--- config.mk ---
export PLATFORM = sky130hd
export DESIGN_NAME = ula_sequencer
export DESIGN_NICKNAME = d
export VERILOG_FILES = /design/src/rtl/ula_sequencer.sv
export SDC_FILE = /design/constraint.sdc
export NUM_CORES = 1
export LEC_CHECK = 0
export CAP_MARGIN = 20
export CORE_AREA = 2 2 168 170
export CTS_BUF_LIST = sky130_fd_sc_hd__clkbuf_4 sky130_fd_sc_hd__clkbuf_8
export CTS_CLUSTER_DIAMETER = 120
export DETAILED_ROUTE_END_ITERATION = 7
export DIE_AREA = 0 0 170 172
export PLACE_DENSITY = 0.74
export SKIP_LAST_GASP = 1
export SYNTH_ARGS = -nofsm -noshare
export SYNTH_HDL_FRONTEND = slang
export SYNTH_SLANG_ARGS = --single-unit
--- constraint.sdc ---
create_clock -name clk -period 2.4 [get_ports clk]
set_input_delay 0.48 -clock clk [delete_from_list [all_inputs] [get_ports clk]]
set_output_delay 0.48 -clock clk [all_outputs]
set_load 0.03 [all_outputs]
--- src/rtl/ula_sequencer.sv ---
// Sequencer for the matrix ALU: hands one operation at a time to a unit, waits
// for its done level (or a timeout), registers the result and pulses done/error.
module ula_sequencer #(
  parameter int DATA_W  = 200,
  parameter int TIMEOUT = 64
) (
  input  logic              clk,
  input  logic              reset,
  input  logic              op_valid,
  input  logic [2:0]        opcode,
  output logic              op_ready,
  output logic [6:0]        unit_start,
  output logic [2:0]        unit_sel,
  input  logic [6:0]        unit_done,
  input  logic [DATA_W-1:0] result_in,
  output logic [DATA_W-1:0] result_out,
  output logic              done,
  output logic              error,
  output logic              busy,
  output logic [7:0]        cycles_last
);

  localparam int CNT_W = $clog2(TIMEOUT + 1);

  localparam logic [1:0] ST_IDLE    = 2'd0;
  localparam logic [1:0] ST_WAIT    = 2'd1;
  localparam logic [1:0] ST_RELEASE = 2'd2;

  localparam logic [2:0] OP_ILLEGAL = 3'd7;

  logic [1:0]       state;
  logic [CNT_W-1:0] cnt;
  logic [CNT_W-1:0] cnt_nxt;
  logic [7:0]       done_pad;
  logic [7:0]       start_dec;
  logic             sel_done;
  logic             timeout_hit;

  function automatic logic [7:0] sat8(input logic [31:0] v);
    return (v > 32'd255) ? 8'hFF : v[7:0];
  endfunction

  assign op_ready    = (state == ST_IDLE);
  assign busy        = (state != ST_IDLE);
  assign cnt_nxt     = cnt + 1'b1;
  // Pad to 8 bits so the illegal index 7 reads as "not done" instead of out of range.
  assign done_pad    = {1'b0, unit_done};
  assign sel_done    = done_pad[unit_sel];
  assign start_dec   = 8'b1 << opcode;
  assign timeout_hit = (32'(cnt_nxt) == 32'(TIMEOUT));

  always_ff @(posedge clk) begin
    if (reset) begin
      state       <= ST_IDLE;
      cnt         <= '0;
      unit_start  <= '0;
      unit_sel    <= '0;
      result_out  <= '0;
      done        <= 1'b0;
      error       <= 1'b0;
      cycles_last <= '0;
    end else begin
      case (state)
        ST_IDLE: begin
          if (op_valid) begin
            unit_sel <= opcode;
            cnt      <= '0;
            if (opcode == OP_ILLEGAL) begin
              state       <= ST_RELEASE;
              done        <= 1'b1;
              error       <= 1'b1;
              cycles_last <= '0;
            end else begin
              state      <= ST_WAIT;
              unit_start <= start_dec[6:0];
            end
          end
        end
        ST_WAIT: begin
          // Completion is checked first so it wins over a coincident timeout.
          if (sel_done) begin
            result_out  <= result_in;
            unit_start  <= '0;
            done        <= 1'b1;
            error       <= 1'b0;
            cycles_last <= sat8(32'(cnt_nxt));
            state       <= ST_RELEASE;
          end else if (timeout_hit) begin
            result_out  <= '0;
            unit_start  <= '0;
            done        <= 1'b1;
            error       <= 1'b1;
            cycles_last <= sat8(32'(TIMEOUT));
            state       <= ST_RELEASE;
          end else begin
            cnt <= cnt_nxt;
          end
        end
        default: begin
          unit_start <= '0;
          done       <= 1'b0;
          error      <= 1'b0;
          state      <= ST_IDLE;
        end
      endcase
    end
  end

endmodule
==> results of run 1 <==
## synthesized netlist by cell type (3+ instances only)
master,n
nand4_1,4
a21oi_1,7
nor2b_1,4
o22ai_1,4
a32o_1,201
o21a_1,3
clkbuf_1,27
buf_2,4
o32ai_1,4
mux2i_1,8
dfxtp_1,228
inv_1,12
nor2_1,14
nor4_1,3
nand3_1,12
buf_4,21
a31oi_1,5
nand2_1,18
nand3b_1,3
o21ai_0,5
nor3_1,5
buf_6,23
## cell type report
type                       count  area share (%)
clock inverter                 7           0.547
inverter                      13           0.399
tap                          346            3.21
clock buffer                  60            5.61
timing repair buffer         466            34.9
multi-input combinational    335            21.5
sequential                   228            33.8
antenna                        1          0.0185
## worst min-delay path, stage by stage, from the launching register on
cell	delay [ns]
dfxtp_1	0.31
inv_1	0.05
o22ai_1	0.05
## layer usage
| layer | vias up | global-route usage [%] | share of wire [%] |
|---|---|---|---|
| met2 | 373 | 29.7 | 49 |
| met5 | - | 0 | 0.047 |
| met4 | 2 | 6.47 | 3.0 |
| li1 | 3525 | - | - |
| met3 | 61 | 6.59 | 10 |
| met1 | 3613 | 18.8 | 38 |
## per-stage QoR
step | hold slack [ns] | cell area (sq um)
floorplan | 0.503 | 8040
global placement | 0.431 | 12600
detailed placement | 0.447 | 12600
CTS | 0.457 | 13500
global route | 0.483 | 13500
finish | 0.449 | 13500
## path summary, 6_finish.rpt
| path | start | to | slack, ns | cells past startpoint |
|---|---|---|---|---|
| setup / recovery | unit_sel[0]$_SDFFE_PP0P_ | unit_sel[0] | 0.22 | 1 |
| hold / removal | cycles_last[0]$_SDFFE_PP0P_ | cycles_last[0]$_SDFFE_PP0P_ | 0.45 | 2 |
| setup reg to reg | cnt[1]$_SDFFE_PP0P_ | result_out[13]$_SDFFE_PP0P_ | 0.26 | 7 |
| hold reg to reg | cycles_last[0]$_SDFFE_PP0P_ | cycles_last[0]$_SDFFE_PP0P_ | 0.45 | 2 |
## sequential cells by signal, indices dropped and copies added (netlist names)
signal	flops
cnt	7
cycles_last	7
done	1
error	1
result_out	200
state	2
unit_sel	3
unit_start	7
## cells by family after synthesis
kind of cell             Yosys count  synth area share, %
multiplexers                       8                0.997
adder cells (fa/ha/maj)            1                0.156
XOR/XNOR                           3                0.327
AND/OR/NAND/NOR                   76                 5.23
buffers and inverters             89                 7.37
AO/OA/AOI/OAI                    246                 29.1
other                              1               0.0467
flip-flops                       228                 56.8
## power by group
part           internal [mW]  switching (mW)  leakage, nW  total, mW
Clock                   2.12            1.57        0.431       3.70
Sequential              4.03           0.133         1.85       4.16
Combinational          0.963            1.06         2.49       2.02
Total                   7.11            2.77         4.78       9.88
==> results by group, run 1 <==
Final layout
  – Area of the multi-input gates: 2900 sq um
  – Layout area overhead: 67.9%
  – FF/Latch Area: 4560 sq um
  – Most frequent cells in the layout: clkdlybuf4s50_1, dfxtp_1, a32o_1
  – Final Util: 49.1%
  – Share of layout cells above drive strength 1: 10.0%
  – Commonest non-fill, non-tap cell in the layout: clkdlybuf4s50_1
  – Nets@finish: about 1,300
  – Finished Layout Cells: 1,456
  – FILL cells: 2,456

Floorplan
  – Starting Density: 29.2%
  – FP Rows: 61
  – Core area: 27,500 sq um
  – Die X-Extent: 170 microns
  – Ports: 435
  – Die height: around 170 microns
  – Die area: 29,200 sq um

GRT
  – Grt total ovfl: 0
  – Initial antenna violation count: 2
  – Pin count of the biggest net entering global routing: 112
  – Gr usage total: 17.0%
  – First-pass GRT wire length: 39,700 microns
  – Vias in the first global route: approximately 7,400

Detailed routing
  – Iteration-0 DRC Markers: just under 500
  – Residual DRC count: 0
  – DR vias: ~7,600
  – TritonRoute pass-1 iters: 5
  – Post-route ant nets: 0
  – Final WL: approximately 28,000 microns
  – DR WL/cell: 19.0 microns
  – DR vias/cell: 5.20

Worst setup path
  – CP max-delay cell: clkdlybuf4s50_1
  – CP max FO: 6
  – Crit-path leading delay family: buffers and inverters
  – CP Cell Sequence: clkdlybuf4s50_1
  – CP max stage delay: 0.72 ns
  – Critical path class: flip-flop to output port
  – Critical Path RT: 1.92 ns
  – Buf/Inv on CP: 1
  – Crit path capture type: output port
  – CP Data Arrival Time: 1.70 ns
  – Worst setup SP type: flip-flop

Timing
  – RSZ-0062 raised after global routing: no
  – Fin. Hold Viols: 0
  – Pins Over Slew Limit: 0
  – Clock skew: about 0.014 ns
  – Worst rel slew slack: 56.5%
  – Max Fclk: between 400 and 500 MHz
  – Final setup violating endpoints: 0
  – Min Tclk post-route: 2.18 ns
  – Slew at the pin closest to its max-slew limit: 0.653 ns
  – Final period utilization: 91.0%
  – TNS Setup: 0 ns
  – Final setup margin: 0.216 ns

Yosys
  – Post-synth EDFFs: 0
  – #FFs+latches synth: between 200 and 250
  – Library cells used by synthesis: 53
  – Area contributors post-synth: dfxtp_1, a32o_1, buf_6, buf_4, clkbuf_1
  – YS warnings: 0
  – Prevailing post-synth register cell: dfxtp_1
  – Post-synth top area share: 56.8%
  – Average size of a mapped cell: 12.3 sq um
  – Ys async rst share: 0%
  – Synthesized area: roughly 8000 sq um
  – Post-Syn Nets: 866
  – Cell accounting for the most synthesized area: dfxtp_1
  – Post-synthesis sequential area ratio: 56.8%
  – Post-Synthesis Cells: approximately 650

Outcome
  – Status: finished, final reports clean

Place
  – PortBufs: 433
  – RePlAce Congestion: 0.811
  – Placed wire-length estimate: 19,200 microns
  – Post-Place Worst Slack: -0.0952 ns
  – Placed Cells incl. Taps: 1,388

Pwr
  – VDD IR-drop max: 0.000379 V
  – Total power: 9.88 mW
  – Leak: approximately 4.8 nW
  – Power per cell area: about 730 nW/um^2

Clock tree
  – CTS Buf Count: 41
  – CTS Hold Bufs: 0
  – Clock slew at reported path FFs: 0.06 ns
  – Clock latency on the worst-skew pair: 0.53 ns
  – Htree depth: 2
  – Setup bufs post-CTS: 0
  – CTS tree: yes
  – CTS resizes: 2
  – Sink Count: 228
  – Deepest clock path buffer count: 3
  – Clk root buf: clkbuf_8

Flow run
  – Max_cap viols: 0

Worst hold path
  – Worst hold path class: flip-flop to flip-flop
Note: power is estimated with default switching activity, not from simulation.
==> run 2: changes to the inputs <==
- CORE_AREA: 2 2 168 170 -> unset
- CORE_ASPECT_RATIO: unset -> 1.5
- CORE_MARGIN: unset -> 2
- CORE_UTILIZATION: unset -> 25
- DIE_AREA: 0 0 170 172 -> unset
- PLACE_DENSITY: 0.74 -> 0.67
==> run 2 against run 1 <==
  * Wire length shrank 0.35%
  * Cell area grew 0.87%
  * Register-to-register slack lost 0.06 ns
  * Power shrank 1.4%
  * Global-route usage shrank 1.8 points
  * Sequential power is essentially flat
  * Critical path depth grew 6
  * Clock-buffer cell count shrank 5
  * Sequential cell count is the same
  * Sequential share of layout area shrank 0.29 points
  * Critical endpoint is now result_out[76]$_SDFFE_PP0P_
  * Highest routed layer is now met4
==> results by group, run 2 (synthesis gave the netlist of run 1 again) <==
Timing
  – Fin. Hold Viols: 0 (unchanged)
  – Max Fclk: 455 MHz (was 458 MHz)
  – Pins Over Slew Limit: 0 (unchanged)
  – Slew at the pin closest to its max-slew limit: 0.742 ns (was 0.653 ns)
  – Clock skew: 0.0131 ns (was 0.0144 ns)
  – Final period utilization: 91.5% (was 91.0%)
  – Min Tclk post-route: 2.20 ns (was 2.18 ns)
  – Final setup margin: 0.203 ns (was 0.216 ns)
  – Worst rel slew slack: 50.1% (was 56.5%)
  – RSZ-0062 raised after global routing: no (unchanged)
  – Final setup violating endpoints: 0 (unchanged)

Worst setup path
  – Crit path capture type: flip-flop (was output port)
  – Worst setup SP type: flip-flop (unchanged)
  – CP max FO: 93 (was 6)
  – CP Data Arrival Time: 2.61 ns (was 1.70 ns)
  – Critical Path RT: 2.82 ns (was 1.92 ns)
  – CP max-delay cell: dfxtp_1 (was clkdlybuf4s50_1)
  – Crit-path leading delay family: simple AND/OR/NAND/NOR gates (was buffers and inverters)
  – Buf/Inv on CP: 1 (unchanged)
  – CP max stage delay: 0.45 ns (was 0.72 ns)
  – Critical path class: flip-flop to flip-flop (was flip-flop to output port)
  – CP Cell Sequence: ha_1 > nand2_1 > nor4_4 > or2_4 > o21ai_4 > buf_12 > a32o_1 (was clkdlybuf4s50_1)

Pwr
  – Leak: 4.80 nW (was 4.78 nW)
  – Total power: 9.75 mW (was 9.88 mW)
  – VDD IR-drop max: 0.000459 V (was 0.000379 V)
  – Power per cell area: 716 nW/um^2 (was 732 nW/um^2)

Clock tree
  – CTS Hold Bufs: 0 (unchanged)
  – Clock latency on the worst-skew pair: 0.53 ns (about the same)
  – Clock slew at reported path FFs: 0.07 ns (was 0.06 ns)
  – Setup bufs post-CTS: 0 (unchanged)
  – Clk root buf: clkbuf_8 (unchanged)
  – CTS Buf Count: 37 (was 41)
  – Htree depth: 2 (unchanged)
  – CTS tree: yes (unchanged)
  – Deepest clock path buffer count: 3 (unchanged)
  – Sink Count: 228 (unchanged)

Final layout
  – FILL cells: 2,961 (was 2,456)
  – Share of layout cells above drive strength 1: 10.2% (was 10.0%)
  – Layout area overhead: 69.4% (was 67.9%)
  – Antenna Cells: 0 (was 1)
  – Nets@finish: 1,303 (was 1,299)
  – FF/Latch Area: 4560 sq um (unchanged)
  – Reg with most FFs: result_out (unchanged)
  – Area of the multi-input gates: 2890 sq um (was 2900 sq um)
  – Commonest non-fill, non-tap cell in the layout: clkdlybuf4s50_1 (unchanged)
  – Most frequent cells in the layout: clkdlybuf4s50_1, dfxtp_1, a32o_1 (unchanged)
  – Largest register FFs: 200 (unchanged)

Detailed routing
  – Metal2 WL: 13,600 microns (was 13,500 microns)
  – Final WL: 27,500 microns (was 27,600 microns)
  – Met3 wire length: 2900 microns (was 2860 microns)
  – Highest routed layer: met4 (was met5)
  – DR vias: 7,543 (was 7,574)
  – Iteration-0 DRC Markers: 405 (was 497)
  – TritonRoute pass-1 iters: 4 (was 5)
  – Post-route ant nets: 0 (unchanged)
  – Residual DRC count: 0 (unchanged)
  – WL met1: 10,100 microns (was 10,400 microns)
  – DR vias/cell: 4.96 (was 5.20)
  – DR WL/cell: 18.1 microns (was 19.0 microns)

Place
  – PortBufs: 433 (unchanged)
  – Post-Place Worst Slack: -0.125 ns (was -0.0952 ns)
  – RePlAce Congestion: 0.785 (was 0.811)
  – Placed wire-length estimate: 19,400 microns (was 19,200 microns)

Worst hold path
  – Worst hold path class: flip-flop to flip-flop (unchanged)

GRT
  – First-pass GRT wire length: 41,100 microns (was 39,700 microns)
  – Grt total ovfl: 0 (unchanged)
  – Initial antenna violation count: 0 (was 2)
  – Gr usage total: 15.2% (was 17.0%)
  – Pin count of the biggest net entering global routing: 106 (was 112)
  – Vias in the first global route: 7,676 (was 7,357)

Floorplan
  – FP Rows: 80 (was 61)
  – Core area: 31,700 sq um (was 27,500 sq um)
  – Starting Density: 25.3% (was 29.2%)
  – Die area: 33,600 sq um (was 29,200 sq um)
  – Ports: 435 (unchanged)
  – Die X-Extent: 150 microns (was 170 microns)
  – Die height: 224 microns (was 172 microns)

Flow run
  – Max_cap viols: 0 (unchanged)

Outcome
  – Status: finished, final reports clean (unchanged)
==> run 2: path summary, 6_finish.rpt <==
path,start,to,slack (ns),cells past startpoint
min reg2reg,cycles_last[1]$_SDFFE_PP0P_,cycles_last[1]$_SDFFE_PP0P_,0.44,2
min,cycles_last[1]$_SDFFE_PP0P_,cycles_last[1]$_SDFFE_PP0P_,0.44,2
max reg2reg,cnt[1]$_SDFFE_PP0P_,result_out[76]$_SDFFE_PP0P_,0.20,7
max,cnt[1]$_SDFFE_PP0P_,result_out[76]$_SDFFE_PP0P_,0.20,7
==> run 2: worst min-delay path: cells and delay by family (launching register included) <==
kind | cells | cell delay (ns)
AOI/OAI and AO/OA | 1 | 0.05
buffers and inverters | 1 | 0.05
DFF | 1 | 0.31
==> run 2: area by class of cell <==
cell class	instances	share of cell area (%)
Clock inverter	7	0.460
Tap cell	410	3.77
Sequential cell	228	33.5
Inverter	13	0.395
Multi-Input combinational cell	335	21.3
Clock buffer	55	5.29
Timing Repair Buffer	474	35.3
==> run 2: layer usage <==
layer  track usage [%]  vias to the layer above
li1                  -                     3521
met1              15.9                     3583
met2              27.3                      375
met3              5.64                       64
met4              5.96                        0
met5                 0                        -
==> run 2: report_power, final <==
group	switching [mW]	internal (mW)
Clock	1.52	2.02
Sequential	0.136	4.03
Combinational	1.07	0.978
==> run 2: repair_timing <==
item                       in CTS  in global routing
gates resized for setup         2                  1
setup endpoints to repair       2                  2
gates cloned                    0                  0
==> run 2: metrics by stage <==
step	util [%]	TNS (ns)	hold WS [ns]	instance area, sq um	instances
floorplan	-	0	0.503	8040	652
finish	42.9	0	0.443	13600	1522
CTS	42.9	0	0.449	13600	1522
global placement	40.4	-0.149	0.438	12800	1460
detailed placement	40.4	-0.462	0.440	12800	1460
global route	42.9	0	0.479	13600	1522
==> edit (settings of run 1) <==
`DATA_W`: 200 -> 192.
--- a/src/rtl/ula_sequencer.sv
+++ b/src/rtl/ula_sequencer.sv
@@ -3,3 +3,3 @@
 module ula_sequencer #(
-  parameter int DATA_W  = 200,
+  parameter int DATA_W  = 192,
   parameter int TIMEOUT = 64
Interface: changed (resized result_in and result_out); port bits go from 435 to 419. No check against the original RTL was run, so the function may have changed too.
==> edit against run 1 <==
- cell area fell by 2.7%
- core utilization fell by 1.3 points
- cell count fell by 1.7%
- combinational power fell by 2%
- total power fell by 4.1%
- wire length barely moved
- sequential share of layout area fell by 0.29 points
- critical path depth rose by 6
- non-clock buffer count fell by 8
- sequential cell count fell by 8
- setup slack got worse by 0.047 ns
- synthesized area fell by 4.1%
- critical endpoint is now result_out[164]
- highest routed layer is now met4
==> edit: results (changes against run 1) <==
** Synthesis
- Post-synthesis sequential area ratio :: 0.5717 (was 0.5680)
- Most area-consuming cells after synthesis :: dfxtp_1, a32o_1, buf_6 (unchanged)

** Worst setup path
- The critical path data arrival time was 2.64 ns (was 1.70 ns).
- CP max stage cell :: dfxtp_1 (was clkdlybuf4s50_1)
- Register-to-register setup slack :: 0.17 ns (was 0.26 ns)
- The maximum fanout along the worst path was 105 (was 6).
- The kind of cell with the highest combined delay on the critical path was simple AND/OR/NAND/NOR gates (was buffers and inverters).
- Worst setup path end :: result_out[164] (was unit_sel[0])

** Detailed routing
- The total length of routed met2 wires was 13120 um (was 13520 um).
- The highest signal layer in the routed design is met4 (was met5).
- Final Routed Wirelength :: 27590 um (about the same)
- The starting DRC count in detailed routing came to 444 (was 497).
- The routed length on met1 came to 10510 um (was 10380 um).

** Place
- The count of buffers from port buffering was 417 (was 433).
- The total placed instance area was 12350 um2 (was 12650 um2).
- The placer congestion estimate was 0.8332 (was 0.8112).
- The HPWL reported at the end of detailed placement is 19450 um (was 19180 um).

** Power
- The switching share of power came to 0.2845 (was 0.2800).
- The static leakage power was 4.670 nW (was 4.777 nW).
- The power in combinational cells was 1.98 mW (was 2.02 mW).

** Global route
- The met1 usage in global routing came to 0.1967 (was 0.1879).
- Antenna violations before repair :: 0 (was 2)
- Maximum number of pins on one net before global-route repair :: 106 (was 112)
- The global-route wire length before repair is 39830 um (was 39650 um).
- The number of global-route vias before repair came to 7245 (was 7357).
- Met3 track demand over resource in global routing :: 0.07622 (was 0.06592)
- Met2 usage :: 0.2878 (was 0.2974)
- The total routing resource utilization after global routing is 0.1715 (was 0.1704).

** Layout
- The total of clock buffers placed in the layout came to 59 (was 60).
- The total area of multi-input combinational cells came to 2814 um2 (was 2899 um2).
- The number of diodes added for antenna fixing was 0 (was 1).
- Sequential cell area share :: 0.3354 (was 0.3383)
- The number of buffers outside the clock class in the layout came to 458 (was 466).
- Share of final-layout standard cells stronger than drive strength 1 :: 0.1088 (was 0.1001)
- Fraction of area in clock buffers and inverters :: 0.05937 (was 0.06158)
- Number of nets in the layout :: 1264 (was 1299)
- The final non-filler cell area came to 13130 um2 (was 13490 um2).
- The number of flip-flops in the largest register is 192 (was 200).

** CTS
- The clock net sink count came to 220 (was 228).
- The CTS buffer count came to 38 (was 41).

** Run status
- Status: complete, no violations (unchanged).

** STA
- Clock Skew :: 0.02666 ns (was 0.01443 ns)
- Fin Hold WS :: 0.4498 ns (was 0.4488 ns)
- The max-slew headroom at the worst pin was 0.4974 (was 0.5647).
-- edit: changes by cell type after synthesis, sizes merged --
cell and change:
a32o -8, dfxtp -8, buf -3
-- edit: worst min-delay path by stage --
stage                         from             end  depth (start not counted)
finish              cycles_last[1]  cycles_last[1]                          2
global route         unit_start[2]   unit_start[2]                          2
CTS                 cycles_last[1]  cycles_last[1]                          2
detailed placement  cycles_last[1]  cycles_last[1]                          2
global placement    cycles_last[1]  cycles_last[1]                          2
floorplan                   cnt[1]          cnt[1]                          2
-- edit: tightest hold or removal path, cell delays in order (launching register included) --
cell and delay [ns]:
dfxtp_1 0.31, inv_1 0.05, o2bb2ai_1 0.05
-- edit: kinds of logic after synthesis --
kind of cell             after synthesis  share of synthesized area
AO/OA/AOI/OAI                        238                     0.2928
flip-flops                           220                     0.5717
buffers and inverters                 86                    0.06497
AND/OR/NAND/NOR                       76                    0.05457
multiplexers                           8                    0.01040
XOR/XNOR                               3                   0.003411
adder cells (fa/ha/maj)                1                   0.001624
other                                  1                  0.0004868
-- edit: per-stage QoR --
stage | std cells | worst slack [ns] | power, mW | setup TNS (ns) | utilization
2_1_floorplan | 633 | 0.3191 | 5.077 | 0 | -
3_3_place_gp | 1364 | 0.008225 | 6.060 | 0 | 0.4494
3_5_place_dp | 1364 | -0.06871 | 6.086 | -0.08545 | 0.4494
4_1_cts | 1431 | 0.02673 | 9.591 | 0 | 0.4778
5_1_grt | 1431 | 0.05199 | 9.856 | 0 | 0.4779
6_report | 1431 | 0.1689 | 9.471 | 0 | 0.4779
-- edit: what timing repair did --
| item | in CTS | in global routing |
|---|---|---|
| endpoints found under the setup margin | 2 | 1 |
| hold buffers | 0 | 0 |
| resized for setup | 2 | 1 |
| gates cloned | 0 | 0 |
